[config.mk]
export PLATFORM = sky130hd
export DESIGN_NAME = product_accumulator
export DESIGN_NICKNAME = d
export VERILOG_FILES = /design/src/rtl/mult_pkg.sv /design/src/rtl/product_accumulator.sv
export SDC_FILE = /design/constraint.sdc
export NUM_CORES = 1
export LEC_CHECK = 0
export BUFFER_PORTS_ARGS = -buffer_cell sky130_fd_sc_hd__buf_2
export CAP_MARGIN = 20
export CORE_ASPECT_RATIO = 0.6
export CORE_MARGIN = 1.5
export CORE_UTILIZATION = 48
export DETAILED_ROUTE_END_ITERATION = 12
export PLACE_DENSITY_LB_ADDON = 0.15
export SYNTH_ARGS = -nofsm -noshare
export SYNTH_HDL_FRONTEND = slang
export SYNTH_SLANG_ARGS = --single-unit
[constraint.sdc]
create_clock -name clk -period 1.9 [get_ports clk]
set_clock_uncertainty 0.1 [all_clocks]
set_input_delay 0.19 -clock clk [delete_from_list [all_inputs] [get_ports clk]]
set_output_delay 0.19 -clock clk [all_outputs]
set_load 0.01 [all_outputs]
[src/rtl/mult_pkg.sv]
// Shared types and width constants for the multiplier / accumulator path.
// Holds the accumulator state enum, default widths and the ACC_W sizing rule.
package mult_pkg;

   typedef enum logic {
      ACCUM = 1'b0,
      DONE  = 1'b1
   } acc_state_t;

   localparam int PROD_W      = 8;
   localparam int N_TERMS_DEF = 4;

   // Smallest accumulator that cannot overflow for n_terms products.
   function automatic int min_acc_w(input int data_w, input int n_terms);
      return data_w + $clog2(n_terms);
   endfunction

endpackage

[src/rtl/product_accumulator.sv]
// Sums groups of N_TERMS unsigned products and holds each sum on a valid/ready port.
// Ports: clk, n_rst, sclr | in_valid/in_data/in_ready | out_valid/out_data/out_ready | term_cnt
module product_accumulator
   import mult_pkg::*;
#(
   parameter int DATA_W  = PROD_W,
   parameter int N_TERMS = N_TERMS_DEF,
   parameter int ACC_W   = 10
) (
   input  logic                       clk,
   input  logic                       n_rst,
   input  logic                       sclr,
   input  logic                       in_valid,
   input  logic [DATA_W-1:0]          in_data,
   output logic                       in_ready,
   output logic                       out_valid,
   output logic [ACC_W-1:0]           out_data,
   input  logic                       out_ready,
   output logic [$clog2(N_TERMS):0]   term_cnt
);

   localparam int CNT_W = $clog2(N_TERMS) + 1;

   if (N_TERMS < 2 || N_TERMS > 16) begin : g_bad_terms
      $error("product_accumulator: N_TERMS must be 2..16");
   end

   if (ACC_W < min_acc_w(DATA_W, N_TERMS)) begin : g_bad_acc_w
      $error("product_accumulator: ACC_W too small for N_TERMS products");
   end

   acc_state_t       state;
   acc_state_t       state_n;
   logic [ACC_W-1:0] acc;
   logic [ACC_W-1:0] sum;
   logic             accept;
   logic             last;

   assign in_ready = (state == ACCUM);
   assign accept   = in_valid && in_ready;
   assign last     = (term_cnt == CNT_W'(N_TERMS - 1));
   assign sum      = acc + ACC_W'(in_data);

   always_ff @(posedge clk or negedge n_rst) begin
      if (!n_rst) begin
         state <= ACCUM;
      end else begin
         state <= state_n;
      end
   end

   always_comb begin
      state_n = state;
      if (sclr) begin
         state_n = ACCUM;
      end else begin
         unique case (state)
            ACCUM: if (accept && last) state_n = DONE;
            DONE:  if (out_ready)      state_n = ACCUM;
            default: state_n = ACCUM;
         endcase
      end
   end

   always_ff @(posedge clk or negedge n_rst) begin
      if (!n_rst) begin
         acc       <= '0;
         term_cnt  <= '0;
         out_valid <= 1'b0;
         out_data  <= '0;
      end else if (sclr) begin
         acc       <= '0;
         term_cnt  <= '0;
         out_valid <= 1'b0;
         out_data  <= '0;
      end else if (accept) begin
         if (last) begin
            // Final term goes straight to the output; the group restarts empty.
            out_data  <= sum;
            out_valid <= 1'b1;
            acc       <= '0;
            term_cnt  <= '0;
         end else begin
            acc      <= sum;
            term_cnt <= term_cnt + CNT_W'(1);
         end
      end else if (out_valid && out_ready) begin
         out_valid <= 1'b0;
      end
   end

endmodule

# After elaboration in Yosys (flattened, before gate mapping)
# Index checks and enable logic that the tools add are counted.
dict set report word_totals {
  in_bits 13
  out_inout_bits 15
  word_cells 35
  register_bits 25
}
dict set report classes {
  reduce_logical 8
  muxes 17
  bitwise_logic 1
  addsub 2
  eq_ne 2
}
# operator count
set ops {}
lappend ops {{$mux 10} 6}
lappend ops {{$add 10x8->10} 1}
lappend ops {{$mux 3} 3}
lappend ops {{$mux 1} 7}
lappend ops {{$reduce_and 2->1} 2}
lappend ops {{$reduce_bool 2->1} 2}
lappend ops {{$add 3x1->3 const B} 1}
lappend ops {{$eq 3x2->1 const B} 1}
lappend ops {{$logic_and 1x1->1} 3}
lappend ops {{$ne 3x2->1 const B} 1}
lappend ops {{$reduce_bool 3->1} 1}
lappend ops {{$pmux 1 s2} 1}
lappend ops {{$not 1->1} 1}

# Depth between registers and ports, before layout
# Gate-level depths: netlist of run 1.
dict set report depth {
  depth_word 6
  ltp_mapped 8
  mapped_depth_nobuf 8
}

# Worst setup path before layout of run 1
# Ideal clock, no wire load.
dict set report synth_path {
  kind {register -> register}
  startpoint {reg acc[0]}
  endpoint {reg acc[8]}
  path_slack_ns -0.029
  period_less_slack_ns 1.929
  setup_time_ns 0.082
  required_ns 1.718
  path_stages_with_launch 9
  arrival_time_ns 1.747
  n_path_buf 0
  cell_sequence {dfrtp_1 -> ha_1 -> inv_1 -> fa_1 -> nor2b_4 -> o31a_1 -> o221a_4 -> or2_0 -> a31oi_1}
}
dict set report synth_between {
  elab_chain_len 4
}
# element line
set synth_lines {}
lappend synth_lines {{start, declared} product_accumulator.sv:34} ;# logic [ACC_W-1:0] acc;
lappend synth_lines {{start signal, assigned} product_accumulator.sv:84} ;# acc <= sum;
lappend synth_lines {{$add 10x8->10} product_accumulator.sv:42} ;# assign sum = acc + ACC_W'(in_data);
lappend synth_lines {{$mux 10} product_accumulator.sv:77} ;# if (last) begin
lappend synth_lines {{$mux 10} product_accumulator.sv:76} ;# end else if (accept) begin
lappend synth_lines {{$mux 10} product_accumulator.sv:71} ;# end else if (sclr) begin
# No other way between the ends. The select of a mux whose other input is x is not followed.
# A chain may end at the register's enable or synchronous reset.

# Worst setup path in the final report of run 1
dict set report layout_path {
  startpoint {reg acc[0]}
  endpoint {reg out_data[8]}
}
dict set report layout_between {
  elab_chain_len 4
}
# element line
set layout_lines {}
lappend layout_lines {{$add 10x8->10} product_accumulator.sv:42}
lappend layout_lines {{$mux 10} product_accumulator.sv:77}
lappend layout_lines {{$mux 10} product_accumulator.sv:76}
lappend layout_lines {{$mux 10} product_accumulator.sv:71}
lappend layout_lines {{end signal, assigned} product_accumulator.sv:79} ;# out_data <= sum;
lappend layout_lines {{end, declared} product_accumulator.sv:17} ;# output logic [ACC_W-1:0] out_data,
# No other way between the ends. The select of a mux whose other input is x is not followed.

==> key figures, run 1 <==
Run status
  • Status: finished, violations left
  • Failing checks: negative setup slack

Die
  • Number of I/O pins: 28
  • Total die area: 3260 sq um
  • Rows: 14
  • Die height: 44.8 um
  • Core ar.: 2630 sq um
  • Width of the die: 72.7 um
  • Initial Util: 0.533

Critical path
  • Crit end category: flop
  • Arrival time worst endpoint: 2.08 ns
  • Crit start category: flop
  • Worst Path Required: 1.95 ns
  • R2r startpoint: acc[0]$_DFFE_PN0N_
  • Crit path from: acc[0]$_DFFE_PN0N_
  • CP Class: flop to flop
  • Crit Path Max Fanout: 3

Clock tree
  • H-tree depth: 1
  • CTS root buffer: clkbuf_8
  • Worst-Skew Late Latency: 0.27 ns
  • Clock Path Buffers: 2
  • Worst-path clk slew: 0.09 ns
  • CTS Sinks: 25
  • CTS tree: built
  • Num CTS Buffers: 3

Route
  • Drt first-iter violations: 51
  • DRT Pass-1 Iters: 4
  • DR vias: 1267
  • Final ANT Viol Nets: 0
  • DRT Wirelength: 3520 um
  • Vias per cell: 5.68
  • Drc violations: 0
  • Routed wire per std cell: 15.8 um

Logic synthesis
  • Synth Area in Adders: 0.0947
  • Post-Synth XOR/XNOR Area: 0.0313
  • Leading area contributor after synthesis: dfrtp_1
  • Mapped Nets: 170
  • Synthesized cell area: 1400 sq um
  • Cells after synthesis: 147
  • Register area share after synthesis: 0.447
  • Combinational family with the most area after synthesis: compound AO/OA/AOI/OAI gates
  • Distinct cells, synth: 37
  • Synth area leaders: dfrtp_1 45%, ha_1 8.0%, nand2_1 6.4%, a21oi_1 5.4%, a22o_1 3.1%
  • Yosys warning total: 0
  • Area share of the largest cell type after synthesis: 0.447
  • Compound-gate portion of the synthesized area: 0.208
  • Flip-flop and latch count after synthesis: 25
  • Mux share of post-synthesis cell area: 0
  • Post-synthesis simple-gate area fraction: 0.191
  • Synthesized area per cell: 9.52 sq um

Global route
  • GR Util All Layers: 0.234
  • Largest net degree at the start of global routing: 26
  • Vias in the first global route: 1238
  • GR Overflow Total: 0
  • First-pass GRT wire length: 5690 um
  • Initial antenna violation count: 0

Place
  • IO Port Bufs: 27
  • DP HPWL: 2490 um
  • Pre-CTS setup slack: -0.122 ns
  • RePlAce Congestion: 0.807

STA
  • Final hold violations: 0
  • Worst setup margin: -0.125 ns
  • Slew headroom: 0.613
  • Hold Worst Slack: 0.0861 ns
  • Final setup fails: 8
  • Period utilization: 1.07
  • Tightest Pin Transition: 0.581 ns
  • RSZ-0062 raised after global routing: yes
  • Final Max Slew Viols: 0
  • Period minus WS final: 2.02 ns
  • FMAX: 0.494 GHz

Pwr
  • Total power: 1.33 mW
  • Net Sw Power: 418 uW
  • PD cells: 746 nW/um^2
  • Clk pwr share: 0.238
  • Seq pwr share: 0.454
  • Sw frac: 0.314
  • Maximum VDD drop: 447 uV
  • Internal power: 912 uW
  • Leak pwr: 0.885 nW
  • Gate power share: 0.308

Final layout
  • Commonest non-fill, non-tap cell in the layout: buf_2
  • Most frequent cells in the layout: 27 x buf_2, 25 x dfrtp_1, 24 x nand2_1
  • Final #Nets: 215
  • P&R area growth vs syn: 27.3%
  • Share of layout cells above drive strength 1: 0.309
  • Layout Utilization: 0.678
  • Number of diodes: 0

Worst hold path
  • Start point of the worst hold path: out_ready
  • HP Class: input pin to flop

Job
  • Max-cap violation count: 0
sequential cells by signal, indices dropped and copies added (netlist names):
| name | flops |
|---|---|
| acc | 10 |
| out_data | 10 |
| term_cnt | 3 |
| out_valid | 1 |
| state | 1 |
synth_stat cells:
master / count
o21ai_1: 4
o31a_1: 1
o22ai_1: 1
clkbuf_1: 3
nor2_1: 10
a21o_1: 1
o221a_4: 1
a211oi_2: 1
a31oi_1: 1
nor2b_4: 1
dfrtp_1: 25
or2_0: 1
a31o_1: 1
fa_1: 1
nor2b_1: 2
nand3b_1: 5
or3_1: 2
nor3_1: 3
o211ai_1: 5
buf_2: 1
inv_2: 1
nand2_1: 24
a22o_1: 5
and2_1: 1
o21a_1: 2
inv_1: 5
a21oi_1: 15
ha_1: 9
or2_2: 1
nand3_1: 3
o21ai_0: 1
nand2b_1: 1
a211oi_1: 2
o22a_2: 1
xor2_1: 2
xnor2_1: 3
and3b_1: 1
per-layer routing:
metal	share of wire	up-vias	GRT usage
met2	0.47	40	0.389
met1	0.46	608	0.305
met3	0.051	10	0.0580
met4	0.021	0	0.0792
met5	0	-	0
li1	-	609	-
stage by stage:
stage,setup TNS (ns),instances,cell area [sq um]
floorplan,-0.000562,147,1410
global placement,-0.0220,211,1630
detailed placement,-0.160,211,1630
CTS,-0.255,220,1740
global route,-1.54,223,1780
finish,-0.522,223,1780
layout make-up:
cell class                      count  area (sq um)
Sequential cell                    25           626
Tap cell                           32          40.0
Fill cell                         226           846
Clock buffer                        4          45.0
Timing Repair Buffer               44           265
Inverter                            6          22.5
Multi-Input combinational cell    112           783
worst paths after layout:
path / endpoint / slack (ns) / cells past startpoint
min in group asynchronous: acc[6]$_DFFE_PN0N_ / 0.35 / 2
max in group asynchronous: out_data[1]$_DFFE_PN0P_ / 0.97 / 2
worst max-delay path: out_data[8]$_DFFE_PN0P_ / -0.12 / 10
worst max register to register: out_data[8]$_DFFE_PN0P_ / -0.12 / 10
worst min register to register: acc[6]$_DFFE_PN0N_ / 0.41 / 2
worst min-delay path: state$_DFF_PN0_ / 0.09 / 3
what timing repair did:
item | CTS | global route
pin swaps | 8 | 3
endpoints found under the hold margin | 25 | 0
endpoints found under the setup margin | 5 | 12
buffers inserted | 4 | 3
hold buffers | 1 | 0
cloned | 0 | 0
gates resized for setup | 3 | 4
worst max-delay path, stage by stage (launching register included):
cell and delay [ns]:
dfrtp_1 0.39, ha_2 0.19, inv_2 0.05, fa_2 0.22, nor2b_4 0.05, o31a_1 0.30
o221a_4 0.23, buf_4 0.13, buf_4 0.12, nand2_1 0.05, o211ai_1 0.08
power by group through the flow:
stage	Combinational, mW	Sequential (mW)	Clock (mW)
6_report	0.410	0.603	0.316
5_1_grt	0.454	0.610	0.347
4_1_cts	0.374	0.602	0.324
3_5_place_dp	0.342	0.612	0
3_3_place_gp	0.330	0.608	0
2_1_floorplan	0.235	0.607	0
logic make-up after synthesis:
family,Yosys count
AO/OA/AOI/OAI,42
XOR/XNOR,5
adder cells (fa/ha/maj),10
buffers and inverters,10
flip-flops,25
AND/OR/NAND/NOR,55
Note: power is estimated with default switching activity, not from simulation.
==> inputs of run 2 (changes only) <==
--- a/config.mk
+++ b/config.mk
@@ -9,7 +9,7 @@
 export CAP_MARGIN = 20
 export CORE_ASPECT_RATIO = 0.6
 export CORE_MARGIN = 1.5
-export CORE_UTILIZATION = 48
+export CORE_UTILIZATION = 40
 export DETAILED_ROUTE_END_ITERATION = 12
 export PLACE_DENSITY_LB_ADDON = 0.15
 export SYNTH_ARGS = -nofsm -noshare
==> run 2 against run 1 <==
The flow still finishes with violations (negative setup slack); first-iteration DRC count up 7.8%; cell count up 4.0%; global-route usage down 4.6 points; worst setup slack better by 0.071 ns; routed wire length down 4.5%; clock power up 3%; non-clock buffer count down 4; critical path depth down 2; combinational power down 10%; count of clock-buffer cells in the layout unchanged; largest power group unchanged.
==> key figures, run 2 (synthesized netlist as in run 1, its figures left out) <==
Route
  • DR vias: 1226
  • DRT Wirelength: 3360 um
  • Drc violations: 0
  • Final ANT Viol Nets: 0
  • Vias per cell: 5.28
  • Routed wire per std cell: 14.5 um
  • Drt first-iter violations: 55
  • DRT Pass-1 Iters: 4

Clock tree
  • Worst-Skew Late Latency: 0.27 ns
  • CTS tree: built
  • H-tree depth: 1
  • Clock Path Buffers: 2
  • CTS Sinks: 25
  • Worst-path clk slew: 0.09 ns
  • CTS root buffer: clkbuf_8
  • Num CTS Buffers: 3

Pwr
  • Clk pwr share: 0.251
  • Internal power: 893 uW
  • Net Sw Power: 402 uW
  • Gate power share: 0.284
  • Maximum VDD drop: 349 uV
  • PD cells: 738 nW/um^2
  • Sw frac: 0.310
  • Total power: 1.29 mW
  • Leak pwr: 0.852 nW
  • Seq pwr share: 0.465

STA
  • Worst setup margin: -0.0540 ns
  • Period utilization: 1.03
  • Tightest Pin Transition: 0.571 ns
  • RSZ-0062 raised after global routing: yes
  • Slew headroom: 0.619
  • FMAX: 0.512 GHz
  • Final setup fails: 1
  • Sum Neg Setup Slack: -0.0540 ns
  • Final Max Slew Viols: 0
  • Period minus WS final: 1.95 ns
  • Hold Worst Slack: 0.0988 ns
  • Final hold violations: 0

Run status
  • Status: finished, violations left
  • Failing checks: negative setup slack

Global route
  • Initial antenna violation count: 0
  • GR peak layer: met2
  • GR Util All Layers: 0.188
  • Vias in the first global route: 1229
  • First-pass GRT wire length: 5600 um
  • Met2 Resource Use GR: 0.298
  • GR Layer Usage met1: 0.265
  • GR Overflow Total: 0
  • Largest net degree at the start of global routing: 26
  • Met3 Usage GRT: 0.0523

Die
  • Rows: 16
  • Width of the die: 79.4 um
  • Initial Util: 0.424
  • Number of I/O pins: 28
  • Core ar.: 3300 sq um
  • Total die area: 3880 sq um
  • Die height: 48.8 um

Critical path
  • CP Class: flop to flop
  • Worst Path Required: 1.99 ns
  • Arrival time worst endpoint: 2.05 ns
  • CP Cell Sequence: ha_2 > inv_2 > fa_2 > nor2b_4 > o31a_1 > o221a_4 > or2_0 > a31oi_1
  • Crit Path Max Fanout: 3
  • Largest delay share family, worst path: compound AO/OA/AOI/OAI gates
  • Crit end category: flop
  • Critical path's largest stage delay: 0.39 ns
  • Buf+Inv Stages, Crit Path: 1
  • Crit start category: flop
  • Setup slack, reg-to-reg: -0.05 ns
  • Critical path's slowest cell: dfrtp_1

Final layout
  • Commonest non-fill, non-tap cell in the layout: buf_2
  • Biggest regs: acc x10, out_data x10, term_cnt x3
  • Storage cell area: 626 sq um
  • Number of fill cells: 326
  • Share of layout cells above drive strength 1: 0.294
  • Multi-input gate area: 766 sq um
  • Most frequent cells in the layout: 27 x buf_2, 25 x dfrtp_1, 24 x nand2_1
  • Number of diodes: 0
  • P&R area growth vs syn: 25.3%
  • Final #Nets: 211

Job
  • Max-cap violation count: 0

Worst hold path
  • HP Class: input pin to flop

Place
  • RePlAce Congestion: 0.795
  • Pre-CTS setup slack: -0.0716 ns
  • DP HPWL: 2410 um
  • IO Port Bufs: 27
-- run 2: final timing paths --
| check | startpoint | cells past startpoint | endpoint |
|---|---|---|---|
| worst min-delay path | out_ready | 3 | state$_DFF_PN0_ |
| min in group asynchronous | n_rst | 2 | term_cnt[0]$_DFFE_PN0N_ |
| worst min register to register | acc[6]$_DFFE_PN0N_ | 2 | acc[6]$_DFFE_PN0N_ |
| max in group asynchronous | n_rst | 2 | out_data[6]$_DFFE_PN0P_ |
| worst max-delay path | acc[0]$_DFFE_PN0N_ | 8 | acc[8]$_DFFE_PN0N_ |
| worst max register to register | acc[0]$_DFFE_PN0N_ | 8 | acc[8]$_DFFE_PN0N_ |
-- run 2: cell type report --
cell class	instances	share of cell area
sequential	25	0.357
clock buffer	4	0.0257
timing repair buffer	40	0.136
inverter	6	0.0128
multi-input combinational	112	0.437
tap	45	0.0321
-- run 2: what timing repair did --
item	4_1_cts	5_1_grt
setup endpoints to repair	2	9
pin swaps	4	11
gates cloned	0	0
gates resized for setup	0	5
hold buffers	1	0
buffers inserted	1	2
hold endpoints to repair	25	0
-- run 2: power by group through the flow --
| stage | clock, mW | sequential, mW | combinational, mW |
|---|---|---|---|
| after floorplan | 0 | 0.607 | 0.235 |
| after global placement | 0 | 0.609 | 0.334 |
| after detailed placement | 0 | 0.612 | 0.340 |
| after CTS | 0.335 | 0.601 | 0.349 |
| after global routing | 0.355 | 0.608 | 0.408 |
| final | 0.324 | 0.602 | 0.368 |
-- run 2: routing by layer --
layer  share of wire  wire length (um)
met1            0.50              1690
met2            0.45              1500
met3           0.045               152
met4          0.0045                15
met5               0                 0
-- run 2: worst register-to-register path: stages (launching register included) --
cell and delay, ns:
dfrtp_1 0.39, ha_2 0.18, inv_2 0.05, fa_2 0.21, nor2b_4 0.04, o31a_1 0.29
o221a_4 0.24, or2_0 0.20, a31oi_1 0.17
-- run 2: stage by stage --
step	util	std cells	area, sq um
2_1_floorplan	-	147	1410
3_3_place_gp	0.499	224	1650
3_5_place_dp	0.499	224	1650
4_1_cts	0.518	230	1710
5_1_grt	0.531	232	1750
6_report	0.531	232	1750
